File: src/rtl/uc_renderiza_canais.sv
// Multi-channel frame-tick controller: N_CANAIS independent frame counters with pause, single-step and period load.
// Optional per-channel 16-bit frame count on quadros enabled by defining UC_RENDERIZA_CONTA_FRAMES_EN.
module uc_renderiza_canais #(
    parameter int N_CANAIS       = 2,
    parameter int LARGURA        = 20,
    parameter int PERIODO_PADRAO = 833333
) (
    input  logic                          clock,
    input  logic                          reset,
    input  logic                          pausar_global,
    input  logic [N_CANAIS-1:0]           pausar,
    input  logic [N_CANAIS-1:0]           passo,
    input  logic                          carregar_periodo,
    input  logic [N_CANAIS*LARGURA-1:0]   periodo,
    output logic [N_CANAIS-1:0]           tick,
    output logic [N_CANAIS-1:0]           pausado_o,
    output logic [N_CANAIS*16-1:0]        quadros,
    output logic [N_CANAIS*4-1:0]         db_estado
);

    typedef enum logic [3:0] {
        INICIAL = 4'h0,
        ZERA    = 4'h1,
        CONTA   = 4'h2,
        PAUSADO = 4'h3,
        PASSO   = 4'h4,
        ERRO    = 4'hF
    } estado_t;

    estado_t              estado_q [N_CANAIS];
    estado_t              estado_d [N_CANAIS];
    logic [LARGURA-1:0]   cnt_q    [N_CANAIS];
    logic [LARGURA-1:0]   cnt_d    [N_CANAIS];
    logic [LARGURA-1:0]   per_q    [N_CANAIS];
    logic [LARGURA-1:0]   per_d    [N_CANAIS];
    logic [N_CANAIS-1:0]  pausa_c;
    logic [N_CANAIS-1:0]  term_c;
    logic [N_CANAIS-1:0]  tick_c;

    // A zero period behaves as one, so every CONTA cycle is terminal.
    always_comb begin
        pausa_c = '0;
        term_c  = '0;
        for (int i = 0; i < N_CANAIS; i++) begin
            pausa_c[i] = pausar_global | pausar[i];
            if (per_q[i] == '0) begin
                term_c[i] = 1'b1;
            end else begin
                term_c[i] = (cnt_q[i] >= (per_q[i] - LARGURA'(1)));
            end
        end
    end

    always_comb begin
        tick_c = '0;
        for (int i = 0; i < N_CANAIS; i++) begin
            estado_d[i] = estado_q[i];
            cnt_d[i]    = cnt_q[i];
            per_d[i]    = carregar_periodo ? periodo[i*LARGURA +: LARGURA] : per_q[i];
            case (estado_q[i])
                INICIAL: begin
                    cnt_d[i]    = '0;
                    estado_d[i] = ZERA;
                end
                ZERA: begin
                    cnt_d[i]    = '0;
                    estado_d[i] = pausa_c[i] ? PAUSADO : CONTA;
                end
                CONTA: begin
                    // Pause wins over a terminal cycle; a period load still lets the tick out.
                    if (pausa_c[i]) begin
                        estado_d[i] = PAUSADO;
                    end else begin
                        tick_c[i] = term_c[i];
                        cnt_d[i]  = term_c[i] ? '0 : cnt_q[i] + LARGURA'(1);
                        if (carregar_periodo) begin
                            estado_d[i] = ZERA;
                        end
                    end
                end
                PAUSADO: begin
                    if (!pausa_c[i]) begin
                        estado_d[i] = ZERA;
                    end else if (passo[i]) begin
                        estado_d[i] = PASSO;
                    end
                end
                PASSO: begin
                    tick_c[i]   = 1'b1;
                    estado_d[i] = PAUSADO;
                end
                ERRO: begin
                    estado_d[i] = ERRO;
                end
                default: begin
                    estado_d[i] = ERRO;
                end
            endcase
        end
    end

    always_ff @(posedge clock or negedge reset) begin
        if (!reset) begin
            for (int i = 0; i < N_CANAIS; i++) begin
                estado_q[i] <= INICIAL;
                cnt_q[i]    <= '0;
                per_q[i]    <= LARGURA'(PERIODO_PADRAO);
            end
        end else begin
            for (int i = 0; i < N_CANAIS; i++) begin
                estado_q[i] <= estado_d[i];
                cnt_q[i]    <= cnt_d[i];
                per_q[i]    <= per_d[i];
            end
        end
    end

    always_comb begin
        db_estado = '0;
        pausado_o = '0;
        for (int i = 0; i < N_CANAIS; i++) begin
            db_estado[i*4 +: 4] = estado_q[i];
            pausado_o[i]        = (estado_q[i] == PAUSADO) || (estado_q[i] == PASSO);
        end
    end

    assign tick = tick_c;

`ifdef UC_RENDERIZA_CONTA_FRAMES_EN
    logic [15:0] quadros_q [N_CANAIS];
    logic [15:0] quadros_d [N_CANAIS];

    // Free-running frame count; wraps naturally at 16 bits.
    always_comb begin
        for (int i = 0; i < N_CANAIS; i++) begin
            quadros_d[i] = quadros_q[i] + {15'd0, tick_c[i]};
        end
    end

    always_ff @(posedge clock or negedge reset) begin
        if (!reset) begin
            for (int i = 0; i < N_CANAIS; i++) begin
                quadros_q[i] <= '0;
            end
        end else begin
            for (int i = 0; i < N_CANAIS; i++) begin
                quadros_q[i] <= quadros_d[i];
            end
        end
    end

    always_comb begin
        quadros = '0;
        for (int i = 0; i < N_CANAIS; i++) begin
            quadros[i*16 +: 16] = quadros_q[i];
        end
    end
`else
    assign quadros = '0;
`endif

endmodule

File: config.mk
export PLATFORM = sky130hd
export DESIGN_NAME = uc_renderiza_canais
export DESIGN_NICKNAME = d
export VERILOG_FILES = /design/src/rtl/uc_renderiza_canais.sv
export SDC_FILE = /design/constraint.sdc
export NUM_CORES = 1
export LEC_CHECK = 0
export ABC_AREA = 1
export CORE_ASPECT_RATIO = 0.5
export CORE_MARGIN = 8
export CORE_UTILIZATION = 45
export CTS_CLUSTER_SIZE = 10
export DETAILED_ROUTE_END_ITERATION = 10
export PLACE_DENSITY = 0.68
export SYNTH_ARGS = -nofsm -noshare
export SYNTH_HDL_FRONTEND = slang
export SYNTH_SLANG_ARGS = --single-unit
File: constraint.sdc
create_clock -name clock -period 6.7 [get_ports clock]
set_input_delay 1.34 -clock clock [delete_from_list [all_inputs] [get_ports clock]]
set_output_delay 1.34 -clock clock [all_outputs]
set_load 0.02 [all_outputs]
==> reports/qor.csv, run 1 <==
metric,value,unit
Worst setup EP type,primary output,
GRT Total Usage,16.2,%
share of flip-flops with an asynchronous set or reset,100,%
Setup Skew,0.00846,ns
main combinational cell family by area after synthesis,simple AND/OR/NAND/NOR gates,
Mapped Cells,870,
fin crit period,5.18,ns
first-pass GRT wire length,25.8,mm
Mapped Area,6540,µm²
CP startpoint kind,flop,
largest net degree at the start of global routing,79,
worst-path fanout max,7,
Die Area,18900,µm²
Routed WL,15.1,mm
CTS Buf Count,9,
row cnt,31,
Residual DRC,0,
dpl cells,1116,
Post-CTS Setup Inserts,0,
standby leakage power,3.53,nW
Via density,4.89,
Layout fillers,1360,
routed len/inst,13.3,µm
CTS tree,done,
xor and xnor area share after synthesis,6.97,%
Clock H-tree levels,3,
vias in the first global route,5533,
"Primary FF master, synth",dfrtp_1,
slew margin rel.,47.5,%
layout cell share with drive strength beyond 1,10.4,%
"commonest cells after routing, fill and taps aside","212 x nand2_1, 110 x inv_1, 84 x nor2_1, 64 x dfrtp_1, 57 x clkdlybuf4s50_1",
path type of the worst setup path,reg -> out,
sequential fraction of the synthesis area,34.1,%
number of synthesized flops with an enable pin,0,
Max Freq,0.193,GHz
P_int,1.00,mW
R2R cell count,17,
Root Buffer,clkbuf_16,
worst hold start,per_q[35]$_DFFE_PN1P_,
Hold EP,per_q[35]$_DFFE_PN1P_,
Crit-path slowest cell,clkdlybuf4s50_1,
"FF+latch count, synth",88,
multiplexer share of the synthesized area,0,%
setup TNS,0,ns
r2r setup slk,3.57,ns
WHS Path Cells,2,
simple-gate share of the synthesized area,28.9,%
ant diodes,0,
final worst slack,1.52,ns
1st-iter DRT viols,415,
RSZ-0062 raised after global routing,false,
clock network fraction of total power,40.5,%
Hold Crit Class,reg -> reg,
dpl hpwl,11.8,mm
worst r2r src,per_q[20]$_DFFE_PN1P_,
Die Wd,186,µm
Core Region,14300,µm²
Post-CTS Hold Buffers,0,
Flop pwr share,43.7,%
Yosys warnings,0,
Placer Congestion,0.865,
Worst EP required,5.36,ns
clock slew at reported path FFs,0.06,ns
Worst-Skew Late Latency,0.34,ns
"Avg Cell Area, Syn",7.51,µm²
cts repair resizes,0,
Switch Pwr,0.366,mW
pwr dens,182,nW/µm²
Peak VDD IR,0.113,mV
Switching Share,26.8,%
unique cell type count in the Yosys netlist,46,
Final Non-Filler Cells,1132,
antenna violations before repair,0,
Final period util,77.3,%
IO Port Bufs,59,
clock sinks,88,
Setup-failing EPs final,0,
drt first pass iters,5,
Pins Over Slew Limit,0,
Initial Util,45.7,%
total gr overflow,0,
max-cap violation count,0,
io pins,92,
Compound-Gate Fraction of Synth Area,9.49,%
CTS Buffer Depth,2,
pre-CTS setup slack,1.92,ns
Die Ht,101,µm
vias,5540,
area added between synthesis and finish,15.0,%
Final Hold Viols,0,
RR Endpoint,cnt_q[27]$_DFFE_PN0P_,
Max stage delay on crit path,0.61,ns
Worst Tran Pin Value,0.788,ns
outcome,finished clean,
"most common cell after layout, fill and taps aside",nand2_1,
"Cell Chain, Critical Path",inv_1 -> ha_1 -> nand3_1 -> nor2_1 -> nand3_1 -> o21ai_0 -> inv_1 -> ha_1 -> nand2_1 -> nor2_1 -> nand4_1 -> a21oi_1 -> nor2_4 -> nand2_1 -> nand3_1 -> nand2_1 -> clkdlybuf4s50_1,
combinational power share,15.8,%
Final nets,1023,
Routed Antenna Nets,0,
Worst Path Arrival,3.84,ns
Post-Synth Adder-Cell Area,8.80,%
## metal layers
metal / share of wire, % / global-route usage, % / wire (µm)
met4: 1.5 / 4.67 / 233
met2: 48 / 28.3 / 7310
met3: 3.6 / 3.54 / 545
met1: 46 / 20.1 / 7010
met5: 0 / 0 / 0
## per-stage QoR
| step | utilization, % | power [mW] | hold slack, ns | instance area [µm²] |
|---|---|---|---|---|
| global route | 52.5 | 1.44 | 0.498 | 7520 |
| floorplan | - | 0.755 | 0.449 | 6650 |
| CTS | 52.5 | 1.38 | 0.475 | 7520 |
| global placement | 50.3 | 0.813 | 0.464 | 7190 |
| finish | 52.5 | 1.37 | 0.472 | 7520 |
| detailed placement | 50.3 | 0.821 | 0.464 | 7190 |
## state kept, by name (all words and copies together), names as in the netlist
signal     count
db_estado      8
per_q         40
cnt_q         40
## power groups by stage
stage | Combinational (mW) | Clock, mW | Sequential (mW)
global placement | 0.208 | 0 | 0.605
floorplan | 0.158 | 0 | 0.597
global route | 0.248 | 0.588 | 0.600
CTS | 0.217 | 0.566 | 0.597
finish | 0.216 | 0.553 | 0.597
detailed placement | 0.215 | 0 | 0.606
## how the worst max path moves through the flow
stage	from	end	depth (start not counted)
3_5_place_dp	per_q[20]$_DFFE_PN1P_	tick[0]	17
2_1_floorplan	per_q[0]$_DFFE_PN1P_	tick[1]	16
5_1_grt	per_q[20]$_DFFE_PN1P_	tick[0]	17
4_1_cts	per_q[0]$_DFFE_PN1P_	tick[1]	18
6_report	per_q[20]$_DFFE_PN1P_	tick[0]	17
3_3_place_gp	per_q[0]$_DFFE_PN1P_	tick[1]	17
## synth_stat cells (all sizes together) (3+ instances only)
| cell | n | area share, % |
|---|---|---|
| nand2 | 217 | 13 |
| nor3 | 16 | 1.7 |
| nand4 | 30 | 3.3 |
| a21oi | 32 | 3.0 |
| xnor2 | 4 | 0.54 |
| o21a | 3 | 0.34 |
| xor2 | 48 | 6.4 |
| o22ai | 5 | 0.48 |
| inv | 120 | 6.9 |
| clkbuf | 8 | 0.46 |
| ha | 46 | 8.8 |
| nor2 | 102 | 7.0 |
| nand3 | 40 | 3.6 |
| buf | 36 | 4.2 |
| dfrtp | 64 | 24 |
| o21ai | 56 | 4.3 |
| o21bai | 5 | 0.57 |
| dfstp | 24 | 9.6 |
## critical path: cells and delay by family, from the launching register on
kind / cells / cell delay [ns]
flops: 1 / 0.36
fa+ha+maj: 2 / 0.48
simple gates: 10 / 1.39
compound gates: 2 / 0.46
buf+inv: 3 / 0.80
## kinds of logic after synthesis
group / count (synthesis)
simple gates: 410
buf+inv: 165
compound gates: 108
flops: 88
xor+xnor: 52
fa+ha+maj: 46
other cells: 1
## layout make-up
cell class | instances | area, µm² | area share [%]
well taps | 198 | 248 | 3.29
inverters | 121 | 457 | 6.07
flip-flops and latches | 88 | 2230 | 29.7
multi-input cells | 648 | 3660 | 48.7
clock buffers | 13 | 260 | 3.46
clock inverters | 3 | 65.1 | 0.865
repair buffers | 61 | 598 | 7.95
Power figures use the tool's default switching activity.
==> inputs of run 2 (changes only) <==
==> constraint.sdc (replaced) <==
create_clock -name clock -period 4.95 [get_ports clock]
set_input_delay 0.99 -clock clock [delete_from_list [all_inputs] [get_ports clock]]
set_output_delay 0.99 -clock clock [all_outputs]
set_load 0.02 [all_outputs]
==> run 2 against run 1 <==
Sequential share of layout area rose by 0.094 points. Critical endpoint unchanged. Final cell count unchanged. First-iteration DRC count fell by 33%. Sequential cell count stayed put. Highest routed layer unchanged. Sequential power is 35% higher. Power is 29% higher. Critical path depth did not move.
==> reports/qor.csv, run 2 (synthesis results as in run 1) <==
metric,value,unit,change
Clock H-tree levels,3,,unchanged
fin crit period,4.41,ns,
pwr dens,235,nW/µm²,+29%
Final nets,1023,,unchanged
Switch Pwr,0.508,mW,+39%
Peak VDD IR,0.157,mV,+39%
routed len/inst,13.3,µm,about the same
GRT Total Usage,16.2,%,+0.066 points
Die Area,18900,µm²,unchanged
Switching Share,28.9,%,+2.0 points
Die Ht,101,µm,unchanged
layout cell share with drive strength beyond 1,10.7,%,+0.32 points
row cnt,31,,unchanged
antenna violations before repair,0,,unchanged
fin util,52.4,%,-0.17 points
largest net degree at the start of global routing,54,,-32%
RR Endpoint,cnt_q[27]$_DFFE_PN0P_,,
final worst slack,0.541,ns,-0.980 ns
total gr overflow,0,,unchanged
Die Wd,186,µm,unchanged
area added between synthesis and finish,14.7,%,
slew margin rel.,54.1,%,+6.7 points
clock network fraction of total power,37.6,%,-2.9 points
vias in the first global route,5484,,-0.89%
Core Region,14300,µm²,unchanged
total chip power,1.76,mW,+29%
"most common cell after layout, fill and taps aside",nand2_1,,
drt first pass iters,5,,unchanged
Routed Antenna Nets,0,,unchanged
Max Freq,0.227,GHz,
CTS Buffer Depth,2,,unchanged
standby leakage power,3.54,nW,+0.35%
Worst setup EP type,primary output,,
Pins Over Slew Limit,0,,unchanged
worst-path fanout max,7,,unchanged
setup TNS,0,ns,unchanged
worst hold start,per_q[35]$_DFFE_PN1P_,,
WHS Path Cells,2,,unchanged
max-cap violation count,0,,unchanged
path type of the worst setup path,reg -> out,,
clock sinks,88,,unchanged
Worst Tran Pin Value,0.688,ns,-0.0999 ns
combinational power share,16.5,%,+0.7 points
RSZ-0062 raised after global routing,false,,
"commonest cells after routing, fill and taps aside","212 x nand2_1, 110 x inv_1, 83 x nor2_1, 64 x dfrtp_1, 55 x clkdlybuf4s50_1",,
Root Buffer,clkbuf_16,,
Worst EP required,3.96,ns,-1.40 ns
Setup Skew,0.00714,ns,-0.00131 ns
r2r setup slk,1.87,ns,-1.70 ns
outcome,finished clean,,
hold_ws,0.477,ns,+0.00522 ns
Placer Congestion,0.879,,+1.6%
dpl hpwl,11.9,mm,+0.93%
Routed WL,15.1,mm,about the same
clock slew at reported path FFs,0.07,ns,about the same
ant diodes,0,,unchanged
pre-CTS setup slack,0.524,ns,-1.39 ns
1st-iter DRT viols,280,,-33%
Hold Crit Class,reg -> reg,,
Flop pwr share,45.9,%,+2.2 points
Post-CTS Hold Buffers,0,,unchanged
Worst Path Arrival,3.42,ns,-0.42 ns
Worst-Skew Late Latency,0.35,ns,about the same
Residual DRC,0,,unchanged
Hold EP,per_q[35]$_DFFE_PN1P_,,
CP startpoint kind,flop,,
R2R cell count,17,,unchanged
Final Hold Viols,0,,unchanged
CTS Buf Count,9,,unchanged
Setup-failing EPs final,0,,unchanged
Final period util,89.1,%,
vias,5574,,+0.61%
IO Port Bufs,59,,unchanged
Initial Util,45.7,%,unchanged
P_int,1.25,mW,+25%
Via density,4.92,,+0.61%
worst r2r src,per_q[20]$_DFFE_PN1P_,,
io pins,92,,unchanged
first-pass GRT wire length,25.6,mm,-0.91%
CTS tree,done,,
run 2: cell count changes in the layout (fill, tap and decap cells not counted), sizes merged:
cell,previous run,this run
clkinv,2,3
clkbuf,13,12
clkdlybuf4s50,57,55
bufinv,2,0
dlymetal6s2s,0,2
clkinvlp,0,2
run 2: metrics by stage:
stage / instance area [µm²] / std cells
finish: 7500 / 1132
global route: 7500 / 1132
floorplan: 6650 / 901
global placement: 7190 / 1116
detailed placement: 7190 / 1116
CTS: 7480 / 1132
run 2: worst max-delay path, stage by stage (launching register included):
cell and delay (ns):
dfstp_2 0.36, inv_1 0.14, ha_1 0.21, nand3_1 0.21, nor2_4 0.21, nand3_1 0.15, o21ai_0 0.22, inv_1 0.07
ha_1 0.27, nand2_1 0.06, nor2_1 0.14, nand4_1 0.15, nor2_1 0.13, nand2_1 0.18, nand2_1 0.16, nand3_1 0.09
nand2_1 0.09, dlymetal6s2s_1 0.23
run 2: area by class of cell:
class	count	area [µm²]
timing repair buffer	61	603
multi-input combinational	648	3670
clock buffer	12	256
fill	1390	6820
clock inverter	4	28.8
tap	198	248
inverter	121	457
sequential	88	2230
run 2: worst max-delay path by stage:
| stage | depth (start not counted) | endpoint | start | slack, ns |
|---|---|---|---|---|
| after floorplan | 16 | tick[1] | per_q[0]$_DFFE_PN1P_ | 1.14 |
| after global placement | 17 | tick[1] | per_q[0]$_DFFE_PN1P_ | 0.61 |
| after detailed placement | 17 | tick[0] | per_q[20]$_DFFE_PN1P_ | 0.52 |
| after CTS | 17 | tick[0] | per_q[20]$_DFFE_PN1P_ | 0.06 |
| after global routing | 17 | tick[0] | per_q[20]$_DFFE_PN1P_ | 0.25 |
| final | 17 | tick[0] | per_q[20]$_DFFE_PN1P_ | 0.54 |
run 2: per-layer routing:
metal	up-vias	part of all wire (%)	GRT usage (%)
li1	2849	-	-
met1	2611	45	19.1
met2	99	49	29.0
met3	15	4.3	4.26
met4	0	1.2	5.22
met5	-	0	0
run 2: timing repair:
| action | in CTS | in global routing |
|---|---|---|
| setup buffers | 0 | 0 |
| setup endpoints to repair | 0 | 2 |
| resized for setup | 0 | 5 |
run 2: power groups by stage:
stage | clock (mW) | combinational, mW | sequential, mW
2_1_floorplan | 0 | 0.213 | 0.808
6_report | 0.661 | 0.290 | 0.807
3_3_place_gp | 0 | 0.282 | 0.819
4_1_cts | 0.679 | 0.293 | 0.807
5_1_grt | 0.707 | 0.335 | 0.812
3_5_place_dp | 0 | 0.291 | 0.820
==> inputs of run 3 (changes only) <==
--- a/config.mk
+++ b/config.mk
@@ -8,10 +8,9 @@
 export ABC_AREA = 1
 export CORE_ASPECT_RATIO = 0.5
 export CORE_MARGIN = 8
-export CORE_UTILIZATION = 45
+export CORE_UTILIZATION = 28
 export CTS_CLUSTER_SIZE = 10
 export DETAILED_ROUTE_END_ITERATION = 10
-export PLACE_DENSITY = 0.68
 export SYNTH_ARGS = -nofsm -noshare
 export SYNTH_HDL_FRONTEND = slang
 export SYNTH_SLANG_ARGS = --single-unit
==> run 3 against run 2 <==
First-iteration DRC count increased by 28%. Setup slack lost 0.33 ns. Sequential power barely moved. Clock power is 24% higher. Clock-buffer cell count shrank 2. Sequential share of layout area fell by 0.77 points. Worst hold slack worse by 0.0041 ns. Via count down 0.29%. Clock skew about the same. Maximum frequency down 7.0%. Sequential cell count is the same. Final cell count rose by 9.6%. Critical endpoint unchanged. Largest cell class unchanged. Highest routed layer unchanged.
==> reports/qor.csv, run 3 (synthesis results as in run 1) <==
metric,value,unit,change
outcome,finished clean,,
RR Endpoint,cnt_q[5]$_DFFE_PN0P_,,
CTS Buf Count,9,,unchanged
metal3 WL,522,µm,-19%
GRT Total Usage,10.9,%,-5.3 points
worst-path fanout max,7,,unchanged
CTS Buffer Depth,2,,unchanged
routed len/inst,12.6,µm,-5.7%
total gr overflow,0,,unchanged
ant diodes,0,,unchanged
Peak VDD IR,0.134,mV,-15%
Setup-failing EPs final,0,,unchanged
Worst Tran Pin Value,0.746,ns,+0.0583 ns
area added between synthesis and finish,17.7,%,
"Cell Chain, Critical Path",inv_1 -> ha_1 -> nand3_1 -> nor2_4 -> nand3_1 -> o21ai_0 -> inv_1 -> ha_1 -> nand2_1 -> nor2_1 -> nand4_1 -> nor2_1 -> nand2_1 -> nand2_1 -> nand3_1 -> nand2_1 -> clkdlybuf4s50_1,,
vias,5558,,-0.29%
WHS Path Cells,2,,unchanged
Final nets,1023,,unchanged
met2 WL,8.10,mm,+9.0%
layout cell share with drive strength beyond 1,10.7,%,unchanged
clock sinks,88,,unchanged
Max Freq,0.211,GHz,-7.0%
worst r2r src,per_q[0]$_DFFE_PN1P_,,
Crit-path slowest cell,clkdlybuf4s50_1,,
slew margin rel.,50.2,%,-3.9 points
routed metal-1 wire length,6.79,mm,-0.60%
fin util,33.6,%,-19 points
Core Region,22900,µm²,+60%
dpl hpwl,12.3,mm,+2.8%
Final period util,95.8,%,+6.7 points
pwr dens,249,nW/µm²,+6.1%
worst hold start,per_q[35]$_DFFE_PN1P_,,
Residual DRC,0,,unchanged
Max stage delay on crit path,0.60,ns,+0.24 ns
first-pass GRT wire length,26.1,mm,+2.2%
Die Area,28800,µm²,+53%
register area,2230,µm²,unchanged
1st-iter DRT viols,358,,+28%
Worst Path Arrival,3.75,ns,+0.33 ns
drt first pass iters,4,,-1
largest net degree at the start of global routing,58,,+7.4%
Die Ht,124,µm,+23%
path type of the worst setup path,reg -> out,,
fin crit period,4.74,ns,+0.333 ns
CTS tree,done,,
Worst EP required,3.96,ns,about the same
Worst setup EP type,primary output,,
dpl cells,1225,,+9.8%
row cnt,39,,+26%
post-route cell area,7690,µm²,+2.7%
"delay-heaviest family, CP",simple AND/OR/NAND/NOR gates,,
antenna violations before repair,0,,unchanged
clock slew at reported path FFs,0.07,ns,about the same
most frequent CP cell,nand2_1,,
Clock H-tree levels,3,,unchanged
area of the multi-input gates,3670,µm²,-0.10%
cts repair resizes,0,,unchanged
Final Hold Viols,0,,unchanged
"commonest cells after routing, fill and taps aside","212 x nand2_1, 110 x inv_1, 83 x nor2_1, 64 x dfrtp_1, 56 x clkdlybuf4s50_1",,
uppermost layer routed,met4,,
Hold Crit Class,reg -> reg,,
max-cap violation count,0,,unchanged
"most common cell after layout, fill and taps aside",nand2_1,,
final worst slack,0.208,ns,-0.333 ns
Placer Congestion,0.886,,+0.83%
Setup Skew,0.00736,ns,+0.000221 ns
Worst-Skew Late Latency,0.34,ns,about the same
standby leakage power,3.56,nW,+0.45%
Root Buffer,clkbuf_16,,
WP buf/inv,3,,unchanged
IO Port Bufs,59,,unchanged
CP startpoint kind,flop,,
Layout fillers,2397,,+72%
Routed WL,15.6,mm,+3.4%
pre-CTS setup slack,0.495,ns,-0.0288 ns
Post-CTS Hold Buffers,0,,unchanged
Pins Over Slew Limit,0,,unchanged
Final Non-Filler Cells,1241,,+9.6%
dpl cell area,7330,µm²,+1.9%
Via density,4.48,,-9.0%
RSZ-0062 raised after global routing,true,,
Routed Antenna Nets,0,,unchanged
Die Wd,232,µm,+24%
io pins,92,,unchanged
Post-CTS Setup Inserts,0,,unchanged
Initial Util,28.6,%,-17 points
r2r setup slk,1.86,ns,about the same
vias in the first global route,5408,,-1.4%
R2R cell count,18,,+1
Hold EP,per_q[35]$_DFFE_PN1P_,,
total chip power,1.92,mW,+8.9%
## run 3: cell types whose count changed in the layout (fill, tap and decap cells not counted), sizes merged
cell and change:
inv +1, clkinv -1, bufinv +3, clkbuf -2, dlymetal6s2s -1, clkinvlp -1
clkdlybuf4s50 +1
## run 3: worst max-delay path by stage
stage,from,end,cells after the start
global placement,per_q[0]$_DFFE_PN1P_,tick[1],17
finish,per_q[20]$_DFFE_PN1P_,tick[0],17
CTS,per_q[20]$_DFFE_PN1P_,tick[0],17
detailed placement,per_q[20]$_DFFE_PN1P_,tick[0],17
global route,per_q[20]$_DFFE_PN1P_,tick[0],17
floorplan,per_q[0]$_DFFE_PN1P_,tick[1],16
## run 3: cell type report
cell class | count | area share, %
multi-input combinational | 648 | 47.7
inverter | 121 | 5.93
clock inverter | 6 | 1.50
sequential | 88 | 29.0
tap | 307 | 4.99
clock buffer | 10 | 3.11
timing repair buffer | 61 | 7.80
## run 3: metrics by stage
stage	setup TNS [ns]	hold slack, ns
after global routing	-0.134	0.482
final	0	0.473
after CTS	0	0.479
after detailed placement	0	0.468
after floorplan	0	0.449
after global placement	0	0.466
## run 3: per-layer routing
layer	up-vias	GRT usage, %
li1	2840	-
met1	2624	13.1
met2	79	20.3
met3	15	1.93
met4	0	2.54
met5	-	0
## run 3: power by group
group,internal [mW],switching [mW]
Sequential,0.768,0.0389
Combinational,0.115,0.177
Clock,0.510,0.306
Total,1.39,0.522
## run 3: worst register-to-register path, delay by kind of cell (launching register included)
family	cells	cell delay, ns
buf+inv	3	0.24
fa+ha+maj	2	0.48
compound gates	3	0.49
flops	1	0.38
simple gates	10	1.43
